<file path="src/rtl/sm_pkg.sv">
// Shared types and width helpers for the sign-magnitude add/sub pipeline.
package sm_pkg;

  typedef enum logic {
    SM_ADD = 1'b0,
    SM_SUB = 1'b1
  } sm_op_e;

  // Widest magnitude a lane may carry (DATA_W up to 64); narrower lanes leave the top bits zero.
  localparam int SM_MAG_W_MAX = 63;

  typedef struct packed {
    logic                    sign;
    logic                    eb;
    logic                    eff_sub;
    logic                    mag_ge;
    logic [SM_MAG_W_MAX-1:0] mag_a;
    logic [SM_MAG_W_MAX-1:0] mag_b;
  } sm_s1_t;

  function automatic int mag_w(input int data_w);
    return data_w - 1;
  endfunction

  function automatic logic [SM_MAG_W_MAX-1:0] mag_max(input int data_w);
    return (SM_MAG_W_MAX'(1) << mag_w(data_w)) - SM_MAG_W_MAX'(1);
  endfunction

endpackage

</file>
<file path="src/rtl/sm_addsub_lane.sv">
// One lane of the sign-magnitude add/sub: stage-1 operand decode and stage-2 resolve,
// both purely combinational; the parent owns the registers between them.
module sm_addsub_lane
  import sm_pkg::*;
#(
  parameter int DATA_W = 16
) (
  input  logic [DATA_W-1:0] a,
  input  logic [DATA_W-1:0] b,
  input  logic              op,
  output sm_s1_t            s1_dec,
  input  sm_s1_t            s1_p1,
  input  logic              sat_p1,
  output logic [DATA_W-1:0] res,
  output logic              zero,
  output logic              neg,
  output logic              ovf
);

  localparam int MW = mag_w(DATA_W);
  localparam logic [MW-1:0] MAG_MAX = MW'(mag_max(DATA_W));

  function automatic logic [MW-1:0] saturate(input logic [MW-1:0] mag,
                                             input logic          carry,
                                             input logic          sat);
    if (carry && sat) return MAG_MAX;
    return mag;
  endfunction

  // stage 1: split operands, fold op into the effective sign of b
  logic [MW-1:0] a_mag;
  logic [MW-1:0] b_mag;
  logic          eb;

  assign a_mag = a[MW-1:0];
  assign b_mag = b[MW-1:0];
  assign eb    = b[DATA_W-1] ^ (sm_op_e'(op) == SM_SUB);

  always_comb begin
    s1_dec         = '0;
    s1_dec.sign    = a[DATA_W-1];
    s1_dec.eb      = eb;
    s1_dec.eff_sub = a[DATA_W-1] ^ eb;
    s1_dec.mag_ge  = (a_mag >= b_mag);
    s1_dec.mag_a   = SM_MAG_W_MAX'(a_mag);
    s1_dec.mag_b   = SM_MAG_W_MAX'(b_mag);
  end

  // stage 2: magnitude add or subtract, overflow handling, -0 normalisation
  logic [MW-1:0]     ma;
  logic [MW-1:0]     mb;
  logic [DATA_W-1:0] sum;
  logic [MW-1:0]     diff;
  logic [MW-1:0]     mag_raw;
  logic [MW-1:0]     mag_fin;
  logic              carry;
  logic              sign_raw;
  logic              sign_fin;

  logic [2*SM_MAG_W_MAX-1:0] unused_mag_hi;
  assign unused_mag_hi = {s1_p1.mag_a, s1_p1.mag_b};

  assign ma = s1_p1.mag_a[MW-1:0];
  assign mb = s1_p1.mag_b[MW-1:0];

  always_comb begin
    sum      = {1'b0, ma} + {1'b0, mb};
    diff     = s1_p1.mag_ge ? (ma - mb) : (mb - ma);
    carry    = 1'b0;
    mag_raw  = diff;
    sign_raw = s1_p1.mag_ge ? s1_p1.sign : s1_p1.eb;
    if (!s1_p1.eff_sub) begin
      carry    = sum[DATA_W-1];
      mag_raw  = sum[MW-1:0];
      sign_raw = s1_p1.sign;
    end
    mag_fin  = saturate(mag_raw, carry, sat_p1);
    // a zero magnitude never carries a sign, whatever produced it
    sign_fin = sign_raw & (mag_fin != '0);
    res      = {sign_fin, mag_fin};
    zero     = (mag_fin == '0);
    neg      = sign_fin;
    ovf      = carry;
  end

endmodule

</file>
<file path="src/rtl/sm_addsub_pipe.sv">
// Multi-lane sign-magnitude adder/subtractor with a two-stage valid/ready pipeline
// between vector register read and writeback.
module sm_addsub_pipe
  import sm_pkg::*;
#(
  parameter int DATA_W = 16,
  parameter int LANES  = 4
) (
  input  logic                    clk,
  input  logic                    rst,
  input  logic                    in_valid,
  output logic                    in_ready,
  input  logic                    op,
  input  logic                    sat_en,
  input  logic [LANES*DATA_W-1:0] a,
  input  logic [LANES*DATA_W-1:0] b,
  output logic                    out_valid,
  input  logic                    out_ready,
  output logic [LANES*DATA_W-1:0] result,
  output logic [LANES-1:0]        lane_zero,
  output logic [LANES-1:0]        lane_neg,
  output logic [LANES-1:0]        lane_ovf,
  output logic                    any_ovf
);

  logic   vld_p1;
  logic   vld_p2;
  logic   s1_adv;
  logic   in_fire;
  logic   sat_p1;
  sm_s1_t s1_dec [LANES];
  sm_s1_t s1_p1  [LANES];

  logic [LANES*DATA_W-1:0] res_nxt;
  logic [LANES-1:0]        zero_nxt;
  logic [LANES-1:0]        neg_nxt;
  logic [LANES-1:0]        ovf_nxt;

  // stage 2 drains whenever it is empty or the consumer takes it; stage 1 follows
  assign s1_adv    = ~vld_p2 | out_ready;
  assign in_ready  = ~vld_p1 | s1_adv;
  assign in_fire   = in_valid & in_ready;
  assign out_valid = vld_p2;

  for (genvar i = 0; i < LANES; i++) begin : g_lane
    sm_addsub_lane #(
      .DATA_W(DATA_W)
    ) u_lane (
      .a     (a[i*DATA_W +: DATA_W]),
      .b     (b[i*DATA_W +: DATA_W]),
      .op    (op),
      .s1_dec(s1_dec[i]),
      .s1_p1 (s1_p1[i]),
      .sat_p1(sat_p1),
      .res   (res_nxt[i*DATA_W +: DATA_W]),
      .zero  (zero_nxt[i]),
      .neg   (neg_nxt[i]),
      .ovf   (ovf_nxt[i])
    );
  end

  // stage 1 boundary: decoded operands captured on input transfer
  always_ff @(posedge clk) begin
    if (in_fire) begin
      for (int i = 0; i < LANES; i++) begin
        s1_p1[i] <= s1_dec[i];
      end
      sat_p1 <= sat_en;
    end
  end

  // stage 2 boundary: resolved lanes and flags, held until the output transfer
  always_ff @(posedge clk) begin
    if (rst) begin
      vld_p1    <= 1'b0;
      vld_p2    <= 1'b0;
      result    <= '0;
      lane_zero <= '0;
      lane_neg  <= '0;
      lane_ovf  <= '0;
      any_ovf   <= 1'b0;
    end else begin
      if (in_ready) begin
        vld_p1 <= in_valid;
      end
      if (s1_adv) begin
        vld_p2 <= vld_p1;
        if (vld_p1) begin
          result    <= res_nxt;
          lane_zero <= zero_nxt;
          lane_neg  <= neg_nxt;
          lane_ovf  <= ovf_nxt;
          any_ovf   <= |ovf_nxt;
        end
      end
    end
  end

endmodule

</file>
<file path="config.mk">
export PLATFORM = sky130hd
export DESIGN_NAME = sm_addsub_pipe
export DESIGN_NICKNAME = d
export VERILOG_FILES = /design/src/rtl/sm_pkg.sv /design/src/rtl/sm_addsub_lane.sv /design/src/rtl/sm_addsub_pipe.sv
export SDC_FILE = /design/constraint.sdc
export NUM_CORES = 1
export LEC_CHECK = 0
export CAP_MARGIN = 20
export CORE_ASPECT_RATIO = 0.75
export CORE_MARGIN = 10
export CORE_UTILIZATION = 52
export CTS_BUF_LIST = sky130_fd_sc_hd__clkbuf_16
export CTS_CLUSTER_DIAMETER = 80
export DETAILED_ROUTE_END_ITERATION = 10
export PLACE_DENSITY = 0.9
export SLEW_MARGIN = 10
export SYNTH_ARGS = -nofsm -noshare
export SYNTH_HDL_FRONTEND = slang
export SYNTH_SLANG_ARGS = --single-unit
</file>
<file path="constraint.sdc">
create_clock -name clk -period 5.15 [get_ports clk]
set_clock_uncertainty 0.05 [all_clocks]
set_input_delay 1.03 -clock clk [delete_from_list [all_inputs] [get_ports clk]]
set_output_delay 1.03 -clock clk [all_outputs]
set_load 0.01 [all_outputs]
</file>
# Yosys cells after proc, flatten, opt, wreduce, memory -nomap -nowiden
# Memories as Yosys holds them, arrays and structs flattened.
# Index checks and enable logic that the tools add are counted.
# totals
register_bits,80
ram_bits,136
wordCells,90
inputBits,134
mem_count,1
output_inout_bits,79
# mem_list
memory,words,word_bits,read_ports,rd_clocked_by_memory_dff,wr,line,text
s1_p1,4,34,4,0,4,sm_addsub_pipe.sv:32,sm_s1_t s1_p1 [LANES];
# classes
addsub,12
n_reduce_logical,14
n_lt_le_gt_ge,4
muxes,34
bitwise_logic,17
# op_table
op,count
two-way mux 15 bit,16
subtractor 15 bit,8
adder 15 x 15 -> 16 bit,4
>= comparator 15 bit,4
zero test 15 bit,4
nonzero test 15 bit,4
two-way mux 1 bit,18
bitwise XOR 1 bit,8
bitwise AND 1 bit,5
logical AND 1 bit,4
OR reduction 4 bit,1
NOT 1 bit,2
OR 1 bit,2
AND reduction 2 bit,1

# Logic depth before layout (Yosys ltp)
# An unclocked memory read counts as a cell.
# depth
word_depth,8
depth_mapped,12
mapped_depth_nobuf,12

# Modules after synthesis
# A second synthesis with hierarchy kept.
# hier_totals
cells_unflattened,2969
area_unflattened_um2,33907.5
# modules_own_cells
module,seq_area_each_um2,cells_per_inst,instances,area_per_inst_um2
sm_addsub_pipe,17226.5,882,1,18856.8
sm_addsub_lane at g_lane[2].u_lane ...,0.0,515,2,3766.1
sm_addsub_lane at g_lane[0].u_lane,0.0,528,1,3767.4
sm_addsub_lane at g_lane[1].u_lane,0.0,529,1,3751.1

# Worst setup path before layout
# OpenSTA, ideal clock, no wires.
# synth_path
kind,input -> register
start,input out_ready
end,"memory s1_p1[0][0] in the netlist's numbering, enable pin"
n_path_buf,0
path_stages,3
setup_ns,0.513
path_slack_ns,0.183
arrival_time_ns,4.404
cell_sequence,nor2b_1 -> nand2_1 -> and2_1
# synth_rtl
item,line,text
from (decl),sm_addsub_pipe.sv:18,"input logic out_ready,"
to (decl),sm_addsub_pipe.sv:32,

==> reports/summary.json <==
{
  "outcome": {"value": "finished clean"},
  "mappedNetlistArea": {"value": 17500, "unit": "um^2"},
  "first_global_vias": {"value": 15200},
  "finalCoreUtilization": {"value": 62.1, "unit": "%"},
  "synthXorXnorAreaFrac": {"value": 2.36, "unit": "%"},
  "gr-usage-all-layers": {"value": 24.9, "unit": "%"},
  "synthMuxAreaShare": {"value": 2.21, "unit": "%"},
  "via_per_inst": {"value": 6.11},
  "setup.worst_path.class": {"value": "reg2reg"},
  "hold_buffers": {"value": 0},
  "dpl.hpwl": {"value": 42100, "unit": "um"},
  "dieArea": {"value": 41400, "unit": "um^2"},
  "cts_root_buf": {"value": "clkbuf_16"},
  "areaGrowthSynthToFinish": {"value": 18.4, "unit": "%"},
  "whs_path_depth": {"value": 2},
  "synthSimpleGateAreaFrac": {"value": 14.1, "unit": "%"},
  "num-nets-final": {"value": 2502},
  "power_density": {"value": 262, "unit": "nW/um^2"},
  "timing.critical_path.slowest_cell_delay": {"value": 930, "unit": "ps"},
  "synth_enable_flop_cells": {"value": 137},
  "detail_route.first_pass.iterations": {"value": 6},
  "rr_startpoint": {"value": "s1_p1[3][1]"},
  "placed_inst_area": {"value": 19900, "unit": "um^2"},
  "synth_cells": {"value": 1948},
  "dp_cells": {"value": 2532},
  "setup_repair_after_global_routing_missed_its_margin": {"value": "false"},
  "synth_ff_type": {"value": "edfxtp_1"},
  "area_fraction_in_compound_gates_after_synthesis": {"value": 23.0, "unit": "%"},
  "power.share.combinational": {"value": 31.0, "unit": "%"},
  "syn-mean-instance-area": {"value": 8.97, "unit": "um^2"},
  "detail_route.iter0.violations": {"value": 1783},
  "synth_warnings": {"value": 0},
  "fill_cells": {"value": 2762},
  "drc_errors": {"value": 0},
  "setup_total_negative_slack": {"value": 0, "unit": "ps"},
  "die_h": {"value": 179, "unit": "um"},
  "maxCapViolations": {"value": 0},
  "vdd.ir_drop.worst": {"value": 0.000248, "unit": "V"},
  "power.switching": {"value": 1820, "unit": "uW"},
  "yosysSeqAreaShare": {"value": 32.1, "unit": "%"},
  "slew_violations": {"value": 0},
  "finalCriticalPeriod": {"value": 3950, "unit": "ps"},
  "yosys_register_bits": {"value": 212},
  "cpMostUsedCell": {"value": "a2111oi_1"},
  "critPathLaunchType": {"value": "register"},
  "postRouteWirelength": {"value": 53900, "unit": "um"},
  "cts_num_sinks": {"value": 212},
  "timing.hold.worst.start": {"value": "lane_ovf[1]"},
  "route.antenna.remaining_nets": {"value": 0},
  "coreArea": {"value": 33300, "unit": "um^2"},
  "layout.cells.non_filler": {"value": 2578},
  "asyncSetResetFlopFracSynth": {"value": 0, "unit": "%"},
  "grt_antenna_before_repair": {"value": 2},
  "synth_fa_ha_area_share": {"value": 19.1, "unit": "%"},
  "die_w": {"value": 232, "unit": "um"},
  "register_area": {"value": 5620, "unit": "um^2"},
  "timing.max_slew.rel_slack": {"value": 26.2, "unit": "%"},
  "wl_per_cell": {"value": 20.9, "unit": "um"},
  "core.rowCount": {"value": 58},
  "worst_path_cell_chain": {"value": "inv_1, ha_1, nand2b_1, a2111oi_1, o21a_1, o21ai_1, a2111oi_1, nor2_1, a211oi_1"},
  "insertion_delay": {"value": 540, "unit": "ps"},
  "setup-violations-final": {"value": 0},
  "synth_top_family_by_area": {"value": "compound AO/OA/AOI/OAI gates"},
  "power.share.switching": {"value": 33.6, "unit": "%"},
  "cts.clk_slew.worst_paths": {"value": 60, "unit": "ps"},
  "globalRouteOverflowTotal": {"value": 0},
  "min_path_type": {"value": "reg2reg"},
  "crit_slowest_cell": {"value": "a2111oi_1"},
  "p_clk_share": {"value": 31.1, "unit": "%"},
  "synth.distinct_cells": {"value": 94},
  "worst_slew_pin_slew": {"value": 1080, "unit": "ps"},
  "clock_tree.htree_level_count": {"value": 1},
  "gp_congestion": {"value": 0.958},
  "crit_required": {"value": 5540, "unit": "ps"},
  "worstPathMaxFanout": {"value": 8},
  "post_route_cells_drive_above_1_share": {"value": 4.09, "unit": "%"},
  "reg2reg_setup_slack": {"value": 1200, "unit": "ps"},
  "post_cts.repair.setup_buffers": {"value": 0},
  "vias": {"value": 15800},
  "timing.final.hold_violations": {"value": 0},
  "clock.fmax": {"value": 0.253, "unit": "GHz"},
  "floorplan.initialDensity": {"value": 52.5, "unit": "%"},
  "clockBufferDepth": {"value": 3},
  "numCtsBuffers": {"value": 24},
  "worst_hold_path.endpoint": {"value": "lane_ovf[1]"},
  "seq_power_share": {"value": 37.9, "unit": "%"},
  "capture_point_of_the_worst_reg_to_reg_path": {"value": "result[58]"},
  "multiInputGateArea": {"value": 10600, "unit": "um^2"},
  "cts_tree": {"value": "yes"},
  "placement.io_buffers": {"value": 212},
  "grt_first_pass_wirelength": {"value": 83500, "unit": "um"},
  "syn_nets": {"value": 2342},
  "grt_start_max_net_pins": {"value": 78},
  "p_leak": {"value": 0.00900, "unit": "uW"},
  "internal-power": {"value": 3600, "unit": "uW"},
  "cell_count_of_the_worst_reg_to_reg_path": {"value": 9},
  "final.period_utilization": {"value": 76.8, "unit": "%"},
  "num_io_pins": {"value": 213},
  "crit_path_arrival_time": {"value": 4340, "unit": "ps"},
  "finalPower": {"value": 5420, "unit": "uW"},
  "finalInstanceArea": {"value": 20700, "unit": "um^2"},
  "count_of_cells_resized_by_post_cts_repair": {"value": 0},
  "endpoint_type_of_the_worst_setup_path": {"value": "register"}
}
-- routing by layer --
metal	wire length, um	global-route usage, %	vias to the layer above
met2	23700	39.1	750
li1	-	-	7431
met5	0	0	-
met4	1920	8.26	0
met1	23900	34.3	7472
met3	4320	4.16	98
-- worst max-delay path by stage --
stage / start / endpoint / slack [ps] / depth (start not counted)
after floorplan: out_ready / s1_p1[0][0] / 180 / 3
after global placement: s1_p1[3][1] / result[56] / 1530 / 9
after detailed placement: s1_p1[3][1] / result[58] / 1340 / 9
after CTS: s1_p1[3][1] / result[58] / 1290 / 9
after global routing: s1_p1[3][1] / result[63] / 840 / 11
final: s1_p1[3][1] / result[58] / 1200 / 9
-- worst max-delay path: cells and delay by family, from the launching register on --
family | cells | cell delay [ps]
buf+inv | 1 | 120
fa+ha+maj | 1 | 320
simple gates | 2 | 520
compound gates | 5 | 2350
flops | 1 | 470
-- through the flow --
| stage | hold slack, ps | setup WS (ps) |
|---|---|---|
| after floorplan | 431 | 183 |
| after global placement | 395 | 1530 |
| after detailed placement | 400 | 1340 |
| after CTS | 408 | 1290 |
| after global routing | 432 | 840 |
| final | 409 | 1200 |
-- cells by family (layout without fill, tap and decap cells) --
family | count (synthesis) | in the layout
multiplexers | 37 | 37
AO/OA/AOI/OAI | 604 | 604
adder cells (fa/ha/maj) | 260 | 260
other | 0 | 2
XOR/XNOR | 47 | 47
AND/OR/NAND/NOR | 467 | 467
buffers and inverters | 321 | 499
flip-flops | 212 | 212
-- Yosys cell counts, types with 8 or more instances --
| cell | instances | share of area, % |
|---|---|---|
| xnor2_1 | 29 | 1.5 |
| ha_1 | 248 | 18 |
| inv_1 | 228 | 4.9 |
| o21a_1 | 20 | 0.86 |
| nor2_1 | 114 | 2.4 |
| o2111ai_1 | 8 | 0.40 |
| xor2_1 | 18 | 0.90 |
| a21o_1 | 48 | 2.1 |
| nand3_1 | 31 | 0.89 |
| nand4_1 | 35 | 1.3 |
| o22ai_1 | 16 | 0.57 |
| a31oi_1 | 22 | 0.79 |
| o21bai_1 | 13 | 0.56 |
| fa_1 | 12 | 1.4 |
| nor2b_1 | 40 | 1.4 |
| a211o_1 | 12 | 0.60 |
| a211oi_1 | 34 | 1.5 |
| a21oi_1 | 162 | 4.6 |
| or4_1 | 9 | 0.39 |
| o21ai_0 | 108 | 3.1 |
| edfxtp_1 | 137 | 24 |
| a311oi_1 | 8 | 0.40 |
| and3_1 | 20 | 0.72 |
| nand2_1 | 66 | 1.4 |
| mux2i_1 | 27 | 1.5 |
| dfxtp_1 | 75 | 8.6 |
| nand2b_1 | 29 | 1.0 |
| a2111oi_0 | 12 | 0.60 |
| nor3_1 | 45 | 1.3 |
| and2_1 | 15 | 0.54 |
| clkbuf_1 | 72 | 1.5 |
| o41ai_1 | 10 | 0.50 |
| nor4_1 | 21 | 0.75 |
| o31ai_1 | 19 | 0.82 |
| o211ai_1 | 17 | 0.73 |
| a221oi_1 | 11 | 0.55 |
| or2_2 | 11 | 0.39 |
-- placed cells by master, fill, tap and decap left out, types with 8 or more instances in the layout --
master	netlist	routed
a2111oi_0	12	12
a211o_1	12	12
a211oi_1	34	34
a21o_1	48	48
a21oi_1	162	162
a221oi_1	11	11
a311oi_1	8	8
a31oi_1	22	22
and2_1	15	14
and3_1	20	20
buf_4	4	11
clkbuf_16	0	28
clkdlybuf4s50_1	0	212
dfxtp_1	75	75
edfxtp_1	137	137
fa_1	12	12
ha_1	248	248
inv_1	228	233
mux2i_1	27	27
nand2_1	66	66
nand2b_1	29	29
nand3_1	31	31
nand4_1	35	35
nor2_1	114	114
nor2b_1	40	39
nor3_1	45	45
nor4_1	21	21
o2111ai_1	8	8
o211ai_1	17	17
o21a_1	20	20
o21ai_0	108	108
o21bai_1	13	13
o22ai_1	16	16
o31ai_1	19	19
o41ai_1	10	10
or2_2	11	11
or4_1	9	9
xnor2_1	29	29
xor2_1	18	18
-- power by group through the flow --
stage          clock [uW]  combinational (uW)  sequential [uW]
6_report             1690                1680             2060
5_1_grt              1780                1830             2070
4_1_cts              1720                1650             2050
3_5_place_dp            0                1640             2090
3_3_place_gp            0                1620             2080
2_1_floorplan           0                1060             2060
-- layout make-up --
type | count | share of cell area [%]
repair buffers | 224 | 10.8
well taps | 450 | 2.72
inverters | 231 | 4.19
clock inverters | 16 | 0.345
clock buffers | 28 | 3.39
flip-flops and latches | 212 | 27.2
diodes | 2 | 0.0242
multi-input cells | 1415 | 51.4
-- state kept, by name (all words and copies together), names as in the netlist --
register,cells
out_valid,1
lane_ovf,4
sat_p1,1
s1_p1,136
any_ovf,1
vld_p1,1
lane_zero,4
result,64
Power figures use the tool's default switching activity.
